## config.mk

```make
export PLATFORM = sky130hd
export DESIGN_NAME = cve2_pwr_ctrl
export DESIGN_NICKNAME = d
export VERILOG_FILES = /design/src/rtl/cve2_pkg.sv /design/src/rtl/cve2_clock_gate.sv /design/src/rtl/cve2_pwr_ctrl.sv
export SDC_FILE = /design/constraint.sdc
export NUM_CORES = 1
export LEC_CHECK = 0
export ABC_CLOCK_PERIOD_IN_PS = 2200
export BUFFER_PORTS_ARGS = -buffer_cell sky130_fd_sc_hd__clkbuf_2
export CORE_ASPECT_RATIO = 0.8
export CORE_UTILIZATION = 47
export CTS_CLUSTER_SIZE = 24
export DETAILED_ROUTE_END_ITERATION = 7
export PLACE_DENSITY_LB_ADDON = 0.3
export SLEW_MARGIN = 40
export SYNTH_ARGS = -nofsm -noshare
export SYNTH_HDL_FRONTEND = slang
export SYNTH_SLANG_ARGS = --single-unit
```

## constraint.sdc

```tcl
create_clock -name clk_i -period 2.2 [get_ports clk_i]
set_clock_uncertainty 0.15 [all_clocks]
set_input_delay 0.44 -clock clk_i [delete_from_list [all_inputs] [get_ports clk_i]]
set_output_delay 0.44 -clock clk_i [all_outputs]
set_load 0.02 [all_outputs]
```

## src/rtl/cve2_pkg.sv

```systemverilog
// Shared types for the cve2 core slice: power-controller state encoding and
// the sizing helper for its shared DRAIN/WAKE down-counter.
package cve2_pkg;

   typedef enum logic [2:0] {
      PWR_OFF   = 3'd0,
      PWR_RUN   = 3'd1,
      PWR_DRAIN = 3'd2,
      PWR_SLEEP = 3'd3,
      PWR_WAKE  = 3'd4
   } pwr_state_e;

   // Counter must hold both IdleHyst-1 and WakeDelay-1; never narrower than 1 bit.
   function automatic int unsigned pwr_cnt_width(input int unsigned idle_hyst,
                                                 input int unsigned wake_delay);
      int unsigned m;
      m = 2;
      if (idle_hyst > m) m = idle_hyst;
      if (wake_delay > m) m = wake_delay;
      return $clog2(m);
   endfunction

endpackage

```

## src/rtl/cve2_clock_gate.sv

```systemverilog
// Latch-based clock gate: enable is captured while the clock is low, so
// enable changes during the high phase cannot glitch the gated clock.
module cve2_clock_gate (
   input  logic clk_i,
   input  logic en_i,
   input  logic scan_cg_en_i,
   output logic clk_o
);

   logic en_latch;

   always_latch begin
      if (!clk_i) begin
         en_latch <= en_i | scan_cg_en_i;
      end
   end

   assign clk_o = clk_i & en_latch;

endmodule

```

## src/rtl/cve2_pwr_ctrl.sv

```systemverilog
// Power/clock-gating controller for the cve2 core: sticky fetch enable, idle
// hysteresis, maskable wake sources, wake settling delay and sleep counter.
module cve2_pwr_ctrl
   import cve2_pkg::*;
#(
   parameter int unsigned NumWake   = 4,
   parameter int unsigned IdleHyst  = 2,
   parameter int unsigned WakeDelay = 0,
   parameter int unsigned CntWidth  = 32
) (
   input  logic                clk_i,
   input  logic                rst_ni,
   input  logic                test_en_i,
   input  logic                fetch_enable_i,
   input  logic                core_busy_i,
   input  logic                debug_req_i,
   input  logic                irq_pending_i,
   input  logic                irq_nm_i,
   input  logic [NumWake-1:0]  wake_i,
   input  logic [NumWake-1:0]  wake_en_i,
   input  logic                sleep_cnt_clr_i,
   output logic                clk_o,
   output logic                fetch_enable_o,
   output logic                core_sleep_o,
   output logic [2:0]          state_o,
   output logic [CntWidth-1:0] sleep_cycles_o
);

   localparam int unsigned CW = pwr_cnt_width(IdleHyst, WakeDelay);
   localparam logic [CW-1:0] HystLoad = CW'((IdleHyst  > 0) ? IdleHyst  - 1 : 0);
   localparam logic [CW-1:0] WakeLoad = CW'((WakeDelay > 0) ? WakeDelay - 1 : 0);

   if (NumWake < 1) begin : gen_bad_num_wake
      $error("cve2_pwr_ctrl: NumWake must be >= 1");
   end
   if (CntWidth < 1) begin : gen_bad_cnt_width
      $error("cve2_pwr_ctrl: CntWidth must be >= 1");
   end

   pwr_state_e          state_q;
   logic                fetch_q;
   logic                busy_q;
   logic [CW-1:0]       cnt_q;
   logic [CntWidth-1:0] sleep_cnt_q;
   logic                wake_any;
   logic                idle;
   logic                clock_en;
   logic                core_sleep;

   assign wake_any = debug_req_i | irq_pending_i | irq_nm_i | (|(wake_i & wake_en_i));
   assign idle     = ~busy_q & ~wake_any;

   // Only the SLEEP term is combinational on wake_any; the latch gate absorbs it.
   always_comb begin
      clock_en = 1'b0;
      unique case (state_q)
         PWR_RUN, PWR_DRAIN: clock_en = 1'b1;
         PWR_SLEEP:          clock_en = (WakeDelay == 0) && wake_any;
         default:            clock_en = 1'b0;
      endcase
   end

   assign core_sleep = ((state_q == PWR_SLEEP) || (state_q == PWR_WAKE)) && !clock_en;

   always_ff @(posedge clk_i or negedge rst_ni) begin
      if (!rst_ni) begin
         state_q <= PWR_OFF;
         fetch_q <= 1'b0;
         busy_q  <= 1'b0;
         cnt_q   <= '0;
      end else begin
         busy_q <= core_busy_i;
         if (fetch_enable_i) begin
            fetch_q <= 1'b1;
         end
         unique case (state_q)
            PWR_OFF: begin
               if (fetch_q) state_q <= PWR_RUN;
            end
            PWR_RUN: begin
               if (idle) begin
                  if (IdleHyst == 0) begin
                     state_q <= PWR_SLEEP;
                  end else begin
                     state_q <= PWR_DRAIN;
                     cnt_q   <= HystLoad;
                  end
               end
            end
            PWR_DRAIN: begin
               if (!idle) begin
                  state_q <= PWR_RUN;
               end else if (cnt_q == '0) begin
                  state_q <= PWR_SLEEP;
               end else begin
                  cnt_q <= cnt_q - CW'(1);
               end
            end
            PWR_SLEEP: begin
               if (wake_any) begin
                  if (WakeDelay == 0) begin
                     state_q <= PWR_RUN;
                  end else begin
                     state_q <= PWR_WAKE;
                     cnt_q   <= WakeLoad;
                  end
               end
            end
            PWR_WAKE: begin
               if (cnt_q == '0) begin
                  state_q <= PWR_RUN;
               end else begin
                  cnt_q <= cnt_q - CW'(1);
               end
            end
            default: state_q <= PWR_OFF;
         endcase
      end
   end

   always_ff @(posedge clk_i or negedge rst_ni) begin
      if (!rst_ni) begin
         sleep_cnt_q <= '0;
      end else if (sleep_cnt_clr_i) begin
         sleep_cnt_q <= '0;
      end else if (core_sleep && (sleep_cnt_q != '1)) begin
         sleep_cnt_q <= sleep_cnt_q + CntWidth'(1);
      end
   end

   cve2_clock_gate u_clock_gate (
      .clk_i        (clk_i),
      .en_i         (clock_en),
      .scan_cg_en_i (test_en_i),
      .clk_o        (clk_o)
   );

   assign fetch_enable_o = fetch_q;
   assign core_sleep_o   = core_sleep;
   assign state_o        = state_q;
   assign sleep_cycles_o = sleep_cnt_q;

endmodule

```

# After elaboration in Yosys (flattened, before gate mapping)

Cells that the tools add are included.

Flip-flop bits (word level): 38
Output and inout bits: 38
Bits in latches: 1

Reductions and logical operators: 11
Muxes and demuxes: 15
Eq/ne operators: 11
$add $sub $neg: 2
Bitwise operators: 9

Operators with widths:

| kind                    | number |
|---|---|
| $mux W32                | 2 |
| $add A32 B1 Y32 const B | 1 |
| $ne A32 B32 Y1 const B  | 1 |
| $mux W3                 | 6 |
| $pmux W3 S5             | 1 |
| $ne A2 B2 Y1 const B    | 5 |
| $eq A3 B2 Y1 const B    | 2 |
| $reduce_and A5 Y1       | 1 |
| $and A4 B4 Y4           | 1 |
| $mux W1                 | 4 |
| $or A1 B1 Y1            | 4 |
| $reduce_or A4 Y1        | 1 |
| $eq A3 B1 Y1 const B    | 1 |
| $eq A3 B3 Y1 const B    | 1 |
| $logic_not A3 Y1        | 1 |
| $ne A3 B3 Y1 const B    | 1 |
| $pmux W1 S3             | 1 |
| $reduce_and A3 Y1       | 1 |
| $reduce_bool A3 Y1      | 1 |
| $and A1 B1 Y1           | 2 |
| $logic_and A1 B1 Y1     | 2 |
| $not A1 Y1              | 2 |
| $pmux W1 S2             | 1 |
| $reduce_bool A2 Y1      | 1 |
| 4 further kinds         | 4 |

# Longest topological paths before layout

Gate-level depths: netlist (run 1).

Depth after elaboration: 9
Gate-level depth with buffers: 10

# Hierarchy

Synthesis (run 1) repeated with hierarchy kept, for this count alone.

Cells, all modules: 231
Area total of the unflattened synthesis: 2178.3 um2

Modules (own cells, without submodules):

| module          | cells an instance | times used | area an instance (um2) | sequential area each (um2) |
|---|---|---|---|---|
| cve2_pwr_ctrl   | 228               | 1          | 2150.8                 | 925.9 |
| cve2_clock_gate | 3                 | 1          | 27.5                   | 0.0 |

==> summary.md, run 1 <==
| Metric | Value |
|---|---|
| Largest net degree at the start of global routing | `23` |
| Syn_nets | `252` |
| Number of max-cap violations | `0` |
| Core area | `4260 um^2` |
| Row cnt | `21` |
| Post-Synthesis Cells | `229` |
| Synth Warn # | `0` |
| Failing checks | `setup timing` |
| DRT antenna net count | `0` |
| DR iter-0 viols | `119` |
| Drt wl/cell | `approximately 14 um` |
| PD cells | `~740 nW/um^2` |
| Die Y-Extent | `62.1 um` |
| Total routed wirelength | `5180 um` |
| CP delay by family, top | `latches` |
| Core Util, Final | `0.671` |
| All-Layer GR Usage | `0.220` |
| Synthesized area per cell | `9.27 um^2` |
| CP Class | `latch2out` |
| Leak | `1.33 nW` |
| Initial Util | `0.499` |
| Mapped Area | `2120 um^2` |
| Startpoint types | `latch` |
| Arrival time worst endpoint | `2140 ps` |
| DR DRC count | `0` |
| Status | `complete, but fails checks` |
| Buf/Inv on CP | `1` |
| # IOs | `55` |
| CP Data Required Time | `1610 ps` |
| Pre-CTS WS | `-129 ps` |
| RSZ-0062 raised after global routing | `true` |
| Clock transition at path regs | `70 ps` |
| Ant diodes | `0` |
| Yosys cell types | `38` |
| Placer congestion estimate | `~0.8` |
| Max_slew headroom | `0.627` |
| Slew Viols, Final | `0` |
| Nets | `330` |
| Yosys reg bits | `38` |
| Number of global-route vias before repair | `between 1.5k and 2k` |
| Via-to-Cell Ratio | `~5.3` |
| Die outline width | `77.1 um` |
| First-pass GRT wire length | `8320 um` |
| Slowest stage delay, CP | `roughly 390 ps` |
| Initial antenna violation count | `0` |
| PortBufs | `53` |
| Detailed Place HPWL | `between 3000 and 4000 um` |
| CTS tree | `built` |
| Worst setup margin | `-526 ps` |
| Layout area overhead | `34.6%` |
| Fraction of layout cells with a size suffix above 1 | `0.360` |
| Worst Tran Pin Value | `559 ps` |
| Die Area | `4790 um^2` |
| CP Capture Type | `primary output` |
| CP Max Fanout | `1` |
| Final hold vios | `0` |
| Max VDD drop | `0.648 mV` |
| Via count | `1929` |
| Class of the worst hold path | `in2reg` |
| Pre-Repair DR Iteration Count | `4` |
| Worst-skew pair later-pin latency | `390 ps` |
| Gr ovfl total | `0` |
| Endpoints failing setup | `3` |
| CP cell instances | `and2_4 > buf_8` |
| Critical-path top delay cell | `dlxtn_1` |
flip-flops by register name, indices dropped and copies added (netlist names):
name / cells
sleep_cycles_o: 32
state_o: 2
busy_q: 1
cnt_q: 1
fetch_enable_o: 1
u_clock_gate.en_latch: 1
placed cells by master (no fill, tap or decap), types with 3 or more instances in the layout:
cell,netlist,final
dfrtp_1,37,35
ha_1,6,3
ha_4,0,3
and2_1,5,4
buf_4,1,20
nor3b_2,2,4
nand4_1,14,14
xor2_1,22,22
and3_1,6,5
inv_1,6,4
clkbuf_2,0,51
nor2_1,39,39
clkbuf_8,0,9
nand2_1,11,11
a21oi_1,8,8
xnor2_1,7,7
nor3_1,4,3
nand3_1,23,23
worst paths after layout:
check	startpoint	end	slack (ps)	cells past startpoint
worst max-delay path	u_clock_gate.en_latch$_DLATCH_N_	clk_o	-530	2
max in group asynchronous	rst_ni	sleep_cycles_o[25]$_DFFE_PN0P_	860	3
worst max register to register	state_o[1]$_DFFE_PN0P_	u_clock_gate.en_latch$_DLATCH_N_	20	4
worst min-delay path	fetch_enable_i	fetch_enable_o$_DFFE_PN0P_	80	2
min in group asynchronous	rst_ni	sleep_cycles_o[11]$_DFFE_PN0P_	410	2
worst min register to register	fetch_enable_o$_DFFE_PN0P_	fetch_enable_o$_DFFE_PN0P_	350	1
cells in the mapped netlist (all sizes together):
library cell | count | area, um^2
nand2 | 11 | 41.3
dfrtp | 37 | 926
nor2 | 39 | 146
a2bb2oi | 1 | 8.76
o31ai | 1 | 7.51
xnor2 | 7 | 61.3
conb | 1 | 3.75
o21bai | 1 | 7.51
nor2b | 3 | 18.8
mux2i | 2 | 20.0
xor2 | 22 | 193
a41o | 1 | 10.0
a22oi | 2 | 15.0
ha | 6 | 75.1
mux2 | 1 | 15.0
or4 | 1 | 7.51
dlxtn | 1 | 15.0
and3 | 8 | 52.6
inv | 6 | 22.5
nand3 | 25 | 135
and4 | 3 | 27.5
buf | 7 | 42.5
a21oi | 8 | 40.0
or2 | 1 | 6.26
and2 | 5 | 31.3
nand4 | 14 | 87.6
nor4 | 1 | 12.5
clkbuf | 3 | 11.3
nor3b | 6 | 55.1
nor3 | 4 | 20.0
a31oi | 1 | 6.26
worst reg2reg max path: cells and delay by family (launching register included):
| kind | cells | cell delay, ps |
|---|---|---|
| DFF | 1 | 450 |
| adders and majority gates | 1 | 200 |
| AOI/OAI and AO/OA | 2 | 200 |
| buffers and inverters | 1 | 90 |
cell type report:
class / count / area [um^2]
clock buffers: 11 / 143
repair buffers: 77 / 483
clock inverters: 1 / 5.00
multi-input cells: 175 / 1190
inverters: 6 / 22.5
fillers: 355 / 1400
flip-flops and latches: 38 / 943
well taps: 57 / 71.3
repair_timing:
action                                 in CTS  in global routing
gates resized for setup                     8                 19
setup endpoints to repair                   8                 33
cloned                                      0                  0
hold buffers                                2                  0
pin swaps                                   2                  6
buffers inserted                            4                  4
endpoints found under the hold margin      22                  0
through the flow:
stage	instance area, um^2	hold slack [ps]	TNS (ps)	total power [mW]	instances
after global placement	2520	297	-127	1.25	344
after floorplan	2130	-5.59	-17.8	1.09	229
final	2860	80.4	-648	2.10	365
after CTS	2740	80.6	-626	2.02	361
after detailed placement	2520	299	-150	1.27	344
after global routing	2860	87.4	-955	2.20	365
layer usage:
layer  track usage  vias up  routed length, um
met4        0.0967        0                 97
met2         0.330       60               2310
met1         0.299      914               2530
met3        0.0544       12                243
li1              -      943                  -
met5             0        -                  0
cell families (layout without fill, tap and decap cells):
| group | after synthesis | count (layout) | share of synthesized area |
|---|---|---|---|
| other | 1 | 1 | 0.00177 |
| muxes | 3 | 3 | 0.0165 |
| AOI/OAI and AO/OA | 15 | 15 | 0.0448 |
| latches | 1 | 1 | 0.00707 |
| DFF | 37 | 37 | 0.436 |
| buffers and inverters | 16 | 95 | 0.0360 |
| and+or+nand+nor | 121 | 121 | 0.302 |
| adders and majority gates | 6 | 6 | 0.0354 |
| xor gates and xnor gates | 29 | 29 | 0.120 |
report_power, final:
part / leakage [nW] / internal (mW) / switching [mW] / total [mW]
combinational: 0.741 / 0.294 / 0.290 / 0.584
clock: 0.0818 / 0.432 / 0.302 / 0.734
sequential: 0.510 / 0.737 / 0.0443 / 0.782
No activity file was read; power rests on OpenSTA's default activity.
==> run 2, diff against run 1 <==
- CORE_ASPECT_RATIO: 0.8 -> not set
==> run 2 against run 1 <==
Compared with the run above: combinational power is 9.9% lower; first-iteration DRC count is 14% lower; cell area is 0.48% lower; sequential power is 1% lower; count of clock-buffer cells in the layout is 1 lower; highest routed layer unchanged; register-to-register slack hardly changed; the run still ends with setup timing left; worst hold slack better by 12 ps; critical path type unchanged; sequential share of layout area is 0.25 points higher.
==> summary.md, run 2 (same netlist as run 1, synthesis figures left out) <==
| Metric | Value |
|---|---|
| Net Sw Frac | `0.308 (was 0.303)` |
| Logic pwr share | `0.262 (was 0.278)` |
| Core area | `4350 um^2 (was 4260 um^2)` |
| Max_slew headroom | `0.643 (was 0.627)` |
| R2R depth | `10 (was 4)` |
| Worst setup path endpoint | `clk_o (unchanged)` |
| Nets | `329 (was 330)` |
| Slowest stage delay, CP | `400 ps (was 390 ps)` |
| Max VDD drop | `0.633 mV (was 0.648 mV)` |
| Fraction of layout cells with a size suffix above 1 | `0.378 (was 0.360)` |
| R2R setup slack | `10 ps (was 20 ps)` |
| Via-to-Cell Ratio | `5.28 (about the same)` |
| Pre-Repair DR Iteration Count | `4 (unchanged)` |
| Initial antenna violation count | `0 (unchanged)` |
| Seq pwr share | `0.386 (was 0.372)` |
| PD cells | `706 nW/um^2 (was 735 nW/um^2)` |
| Number of global-route vias before repair | `1829 (was 1792)` |
| Via count | `1894 (was 1929)` |
| CP cell instances | `and2_4 > buf_8 (unchanged)` |
| Gr ovfl total | `0 (unchanged)` |
| Fin Setup TNS | `-599 ps (was -648 ps)` |
| Ant diodes | `0 (unchanged)` |
| Failing checks | `setup timing (unchanged)` |
| Initial Util | `0.487 (was 0.499)` |
| Buf/Inv on CP | `1 (unchanged)` |
| Placer congestion estimate | `0.789 (was 0.795)` |
| CP Max Fanout | `1 (unchanged)` |
| P_sw | `619 uW (was 636 uW)` |
| Max reg flops | `32 (unchanged)` |
| Finished layout cell area | `2840 um^2 (was 2860 um^2)` |
| Arrival time worst endpoint | `2160 ps (was 2140 ps)` |
| Row cnt | `24 (was 21)` |
| Worst Tran Pin Value | `535 ps (was 559 ps)` |
| Leak | `1.33 nW (about the same)` |
| # fillers | `350 (was 355)` |
| Worst-skew pair later-pin latency | `400 ps (was 390 ps)` |
| Layout area overhead | `34.0% (was 34.6%)` |
| Reg2reg start | `state_o[0]$_DFFE_PN0P_ (was state_o[1]$_DFFE_PN0P_)` |
| DR DRC count | `0 (unchanged)` |
| Endpoints failing setup | `3 (unchanged)` |
| Largest net degree at the start of global routing | `22 (was 23)` |
| DR iter-0 viols | `102 (was 119)` |
| Most frequent cells in the layout | `51 x clkbuf_2, 39 x nor2_1, 34 x dfrtp_1, 22 x nand3_1, 21 x xor2_1 (was 51 x clkbuf_2, 39 x nor2_1, 35 x dfrtp_1, 23 x nand3_1, 22 x xor2_1)` |
| Number of max-cap violations | `0 (unchanged)` |
| CTS tree | `built (unchanged)` |
| PortBufs | `53 (unchanged)` |
| DRT antenna net count | `0 (unchanged)` |
| CP startpoint | `u_clock_gate.en_latch$_DLATCH_N_ (unchanged)` |
| First-pass GRT wire length | `8030 um (was 8320 um)` |
| Die outline width | `69.2 um (was 77.1 um)` |
| Critical-path top delay cell | `dlxtn_2 (was dlxtn_1)` |
| Commonest non-fill, non-tap cell in the layout | `clkbuf_2 (unchanged)` |
| All-Layer GR Usage | `0.214 (was 0.220)` |
| Total routed wirelength | `4970 um (was 5180 um)` |
| Status | `complete, but fails checks (unchanged)` |
| CP Class | `latch2out (unchanged)` |
| CP delay by family, top | `latches (unchanged)` |
| Final hold vios | `0 (unchanged)` |
| CP Capture Type | `primary output (unchanged)` |
| Class of the worst hold path | `in2reg (unchanged)` |
| Drt wl/cell | `13.8 um (was 14.2 um)` |
| Internal power | `1.39 mW (was 1.46 mW)` |
| Worst reg2reg path endpoint | `sleep_cycles_o[8]$_DFFE_PN0P_ (was u_clock_gate.en_latch$_DLATCH_N_)` |
| Clock power share | `0.352 (was 0.350)` |
| CP Depth | `2 (unchanged)` |
| Slew Viols, Final | `0 (unchanged)` |
| RSZ-0062 raised after global routing | `true (unchanged)` |
| Die Y-Extent | `69.2 um (was 62.1 um)` |
| # IOs | `55 (unchanged)` |
| Detailed Place HPWL | `3490 um (was 3530 um)` |
| Area post-placement | `2540 um^2 (was 2520 um^2)` |
| Startpoint types | `latch (unchanged)` |
| Clock transition at path regs | `70 ps (about the same)` |
| CP Data Required Time | `1610 ps (about the same)` |
| Die Area | `4790 um^2 (about the same)` |
| Worst setup margin | `-550 ps (was -526 ps)` |
[run 2: power groups by stage]
stage	clock network, mW	registers, mW	logic (mW)
6_report	0.707	0.774	0.526
5_1_grt	0.754	0.777	0.586
4_1_cts	0.713	0.769	0.503
3_5_place_dp	0.0608	0.781	0.432
3_3_place_gp	0.0608	0.778	0.415
2_1_floorplan	0.0481	0.809	0.229
[run 2: metal layers]
metal  vias to the layer above  global-route usage  share of wire
met3                         9              0.0596          0.039
met1                       898               0.259           0.44
li1                        942                   -              -
met2                        45               0.346           0.50
met5                         -                   0              0
met4                         0               0.113          0.017
[run 2: how the worst min path moves through the flow]
stage	from	endpoint	depth (start not counted)
2_1_floorplan	rst_ni	busy_q$_DFF_PN0_	0
3_3_place_gp	rst_ni	sleep_cycles_o[7]$_DFFE_PN0P_	1
3_5_place_dp	rst_ni	sleep_cycles_o[7]$_DFFE_PN0P_	1
4_1_cts	fetch_enable_i	fetch_enable_o$_DFFE_PN0P_	2
5_1_grt	fetch_enable_i	fetch_enable_o$_DFFE_PN0P_	2
6_report	fetch_enable_i	fetch_enable_o$_DFFE_PN0P_	2
[run 2: area by class of cell]
| cell class | count | area, um^2 | area share |
|---|---|---|---|
| clock buffer | 10 | 129 | 0.0453 |
| timing repair buffer | 76 | 474 | 0.167 |
| sequential | 38 | 946 | 0.333 |
| clock inverter | 2 | 8.76 | 0.00308 |
| tap | 52 | 65.1 | 0.0229 |
| inverter | 6 | 22.5 | 0.00792 |
| multi-input combinational | 175 | 1200 | 0.421 |
[run 2: repair_timing]
| action | in CTS | in global routing |
|---|---|---|
| endpoints found under the setup margin | 6 | 32 |
| cloned | 0 | 0 |
| resized for setup | 9 | 24 |
| endpoints found under the hold margin | 20 | 0 |
| hold buffers | 2 | 0 |
| pin swaps | 2 | 5 |
| setup buffers | 3 | 1 |
[run 2: stage by stage]
stage	utilization	power, mW	setup slack, ps	hold slack, ps	instances
after floorplan	-	1.09	-17.8	-5.59	229
after global placement	0.583	1.25	-126	290	342
after detailed placement	0.583	1.27	-134	292	342
after CTS	0.629	1.99	-565	77.2	358
after global routing	0.653	2.12	-577	87.0	359
final	0.653	2.01	-550	92.8	359
==> run 3, diff against run 2 <==
- ABC_CLOCK_PERIOD_IN_PS: 2200 -> 3290
- CORE_UTILIZATION: 47 -> 57
- clock period: 2.2 -> 3.29 ns (I/O delays scaled with it)
==> run 3 against run 2 <==
Compared with the run above: the flow still finishes with violations (setup timing); sequential share of layout area rose by 3.4 points; routed wire length fell by 7.4%; die area fell by 17%; register-to-register slack improved by 450 ps; flip-flop and latch count did not move; critical path depth did not move; utilization rose by 9.3 points; cell count fell by 7.8%; power fell by 37%; critical endpoint unchanged.
==> summary.md, run 3 (same netlist as run 1, synthesis figures left out) <==
| Metric | Value |
|---|---|
| PortBufs | `53 (unchanged)` |
| Die Area | `3970 um^2 (was 4790 um^2)` |
| Drt wl/cell | `13.9 um (was 13.8 um)` |
| Hold WS | `92.4 ps (was 92.8 ps)` |
| Max reg flops | `32 (unchanged)` |
| Worst Tran Pin Value | `649 ps (was 535 ps)` |
| # IOs | `55 (unchanged)` |
| Initial Util | `0.617 (was 0.487)` |
| CTS tree | `built (unchanged)` |
| Startpoint types | `latch (unchanged)` |
| Most frequent cells in the layout | `51 x clkbuf_2, 39 x nor2_1, 37 x dfrtp_1, 23 x nand3_1, 22 x xor2_1 (was 51 x clkbuf_2, 39 x nor2_1, 34 x dfrtp_1, 22 x nand3_1, 21 x xor2_1)` |
| Core area | `3440 um^2 (was 4350 um^2)` |
| Status | `complete, but fails checks (unchanged)` |
| Initial antenna violation count | `0 (unchanged)` |
| Die outline width | `63.0 um (was 69.2 um)` |
| Fraction of layout cells with a size suffix above 1 | `0.270 (was 0.378)` |
| Failing checks | `setup timing (unchanged)` |
| Layout area overhead | `20.9% (was 34.0%)` |
| Area post-placement | `2410 um^2 (was 2540 um^2)` |
| Worst setup margin | `-199 ps (was -550 ps)` |
| Max_slew headroom | `0.567 (was 0.643)` |
| Endpoints failing setup | `2 (was 3)` |
| Worst-skew pair later-pin latency | `400 ps (about the same)` |
| Finished layout cell area | `2570 um^2 (was 2840 um^2)` |
| PD cells | `495 nW/um^2 (was 706 nW/um^2)` |
| Leak | `1.23 nW (was 1.33 nW)` |
| Core Util, Final | `0.746 (was 0.653)` |
| Die Y-Extent | `63.0 um (was 69.2 um)` |
| # hold bufs at CTS | `0 (was 2)` |
| CP Capture Type | `primary output (unchanged)` |
| RSZ-0062 raised after global routing | `true (unchanged)` |
| Gr ovfl total | `0 (unchanged)` |
| Number of max-cap violations | `0 (unchanged)` |
| Ant diodes | `0 (unchanged)` |
| Largest net degree at the start of global routing | `38 (was 22)` |
| All-Layer GR Usage | `0.260 (was 0.214)` |
| Nets | `307 (was 329)` |
| Placed insts | `320 (was 342)` |
| CP Max Fanout | `1 (unchanged)` |
| Slowest stage delay, CP | `390 ps (was 400 ps)` |
| Commonest non-fill, non-tap cell in the layout | `clkbuf_2 (unchanged)` |
| Final non-filler cell total | `331 (was 359)` |
| CP cell instances | `and2_4 > buf_8 (unchanged)` |
| Max VDD drop | `0.545 mV (was 0.633 mV)` |
| Number of global-route vias before repair | `1771 (was 1829)` |
| Class of the worst hold path | `in2async (was in2reg)` |
| Arrival time worst endpoint | `2680 ps (was 2160 ps)` |
| # fillers | `271 (was 350)` |
| Final hold vios | `0 (unchanged)` |
| Power Total | `1.27 mW (was 2.01 mW)` |
| Critical-path top delay cell | `dlxtn_1 (was dlxtn_2)` |
| DR iter-0 viols | `102 (unchanged)` |
| Clock transition at path regs | `70 ps (about the same)` |
| Total routed wirelength | `4600 um (was 4970 um)` |
| Via count | `1847 (was 1894)` |
| Pre-Repair DR Iteration Count | `4 (unchanged)` |
| CP Class | `latch2out (unchanged)` |
| Placer congestion estimate | `0.807 (was 0.789)` |
| DR DRC count | `0 (unchanged)` |
| First-pass GRT wire length | `7870 um (was 8030 um)` |
| Detailed Place HPWL | `3150 um (was 3490 um)` |
| Slew Viols, Final | `0 (unchanged)` |
| Row cnt | `21 (was 24)` |
| Via-to-Cell Ratio | `5.58 (was 5.28)` |
| CP Data Required Time | `2480 ps (was 1610 ps)` |
| DRT antenna net count | `0 (unchanged)` |
run 3: per-layer routing:
metal,part of all wire,up-vias,track usage
li1,-,898,-
met3,0.047,14,0.0712
met1,0.45,879,0.304
met5,0,-,0
met2,0.49,56,0.437
met4,0.020,0,0.125
run 3: final cells by class:
type	count	area, um^2	share of cell area
timing repair buffer	54	278	0.108
clock buffer	10	150	0.0585
sequential	38	941	0.367
tap	46	57.6	0.0224
clock inverter	2	10.0	0.00390
multi-input combinational	175	1110	0.431
inverter	6	22.5	0.00878
run 3: where the power goes:
group          internal [mW]  switching [mW]  total (mW)  leakage (nW)
clock network          0.312           0.203       0.516        0.0897
logic                 0.0924           0.147       0.239         0.626
registers              0.491          0.0251       0.516         0.512
run 3: timing repair:
action | CTS | global route
endpoints found under the setup margin | 2 | 2
gates resized for setup | 2 | 2
buffers inserted | 0 | 0
run 3: worst paths after layout:
kind	depth (start not counted)	endpoint	slack, ps	from
setup / recovery	2	clk_o	-200	u_clock_gate.en_latch$_DLATCH_N_
hold / removal	1	sleep_cycles_o[4]$_DFFE_PN0P_	90	rst_ni
setup reg to reg	4	u_clock_gate.en_latch$_DLATCH_N_	460	state_o[0]$_DFFE_PN0P_
hold reg to reg	1	fetch_enable_o$_DFFE_PN0P_	350	fetch_enable_o$_DFFE_PN0P_
max in group asynchronous	1	sleep_cycles_o[30]$_DFFE_PN0P_	2570	rst_ni
min in group clk_i	1	busy_q$_DFF_PN0_	220	core_busy_i
run 3: through the flow:
stage | setup WS [ps] | setup TNS (ps)
after floorplan | 256 | 0
after global placement | 162 | 0
after detailed placement | 120 | 0
after CTS | -223 | -223
after global routing | -230 | -230
final | -199 | -199
run 3: worst max-delay path, delay by kind of cell, from the launching register on:
family	cells	cell delay, ps
and+or+nand+nor	1	130
buffers and inverters	1	100
latches	1	390
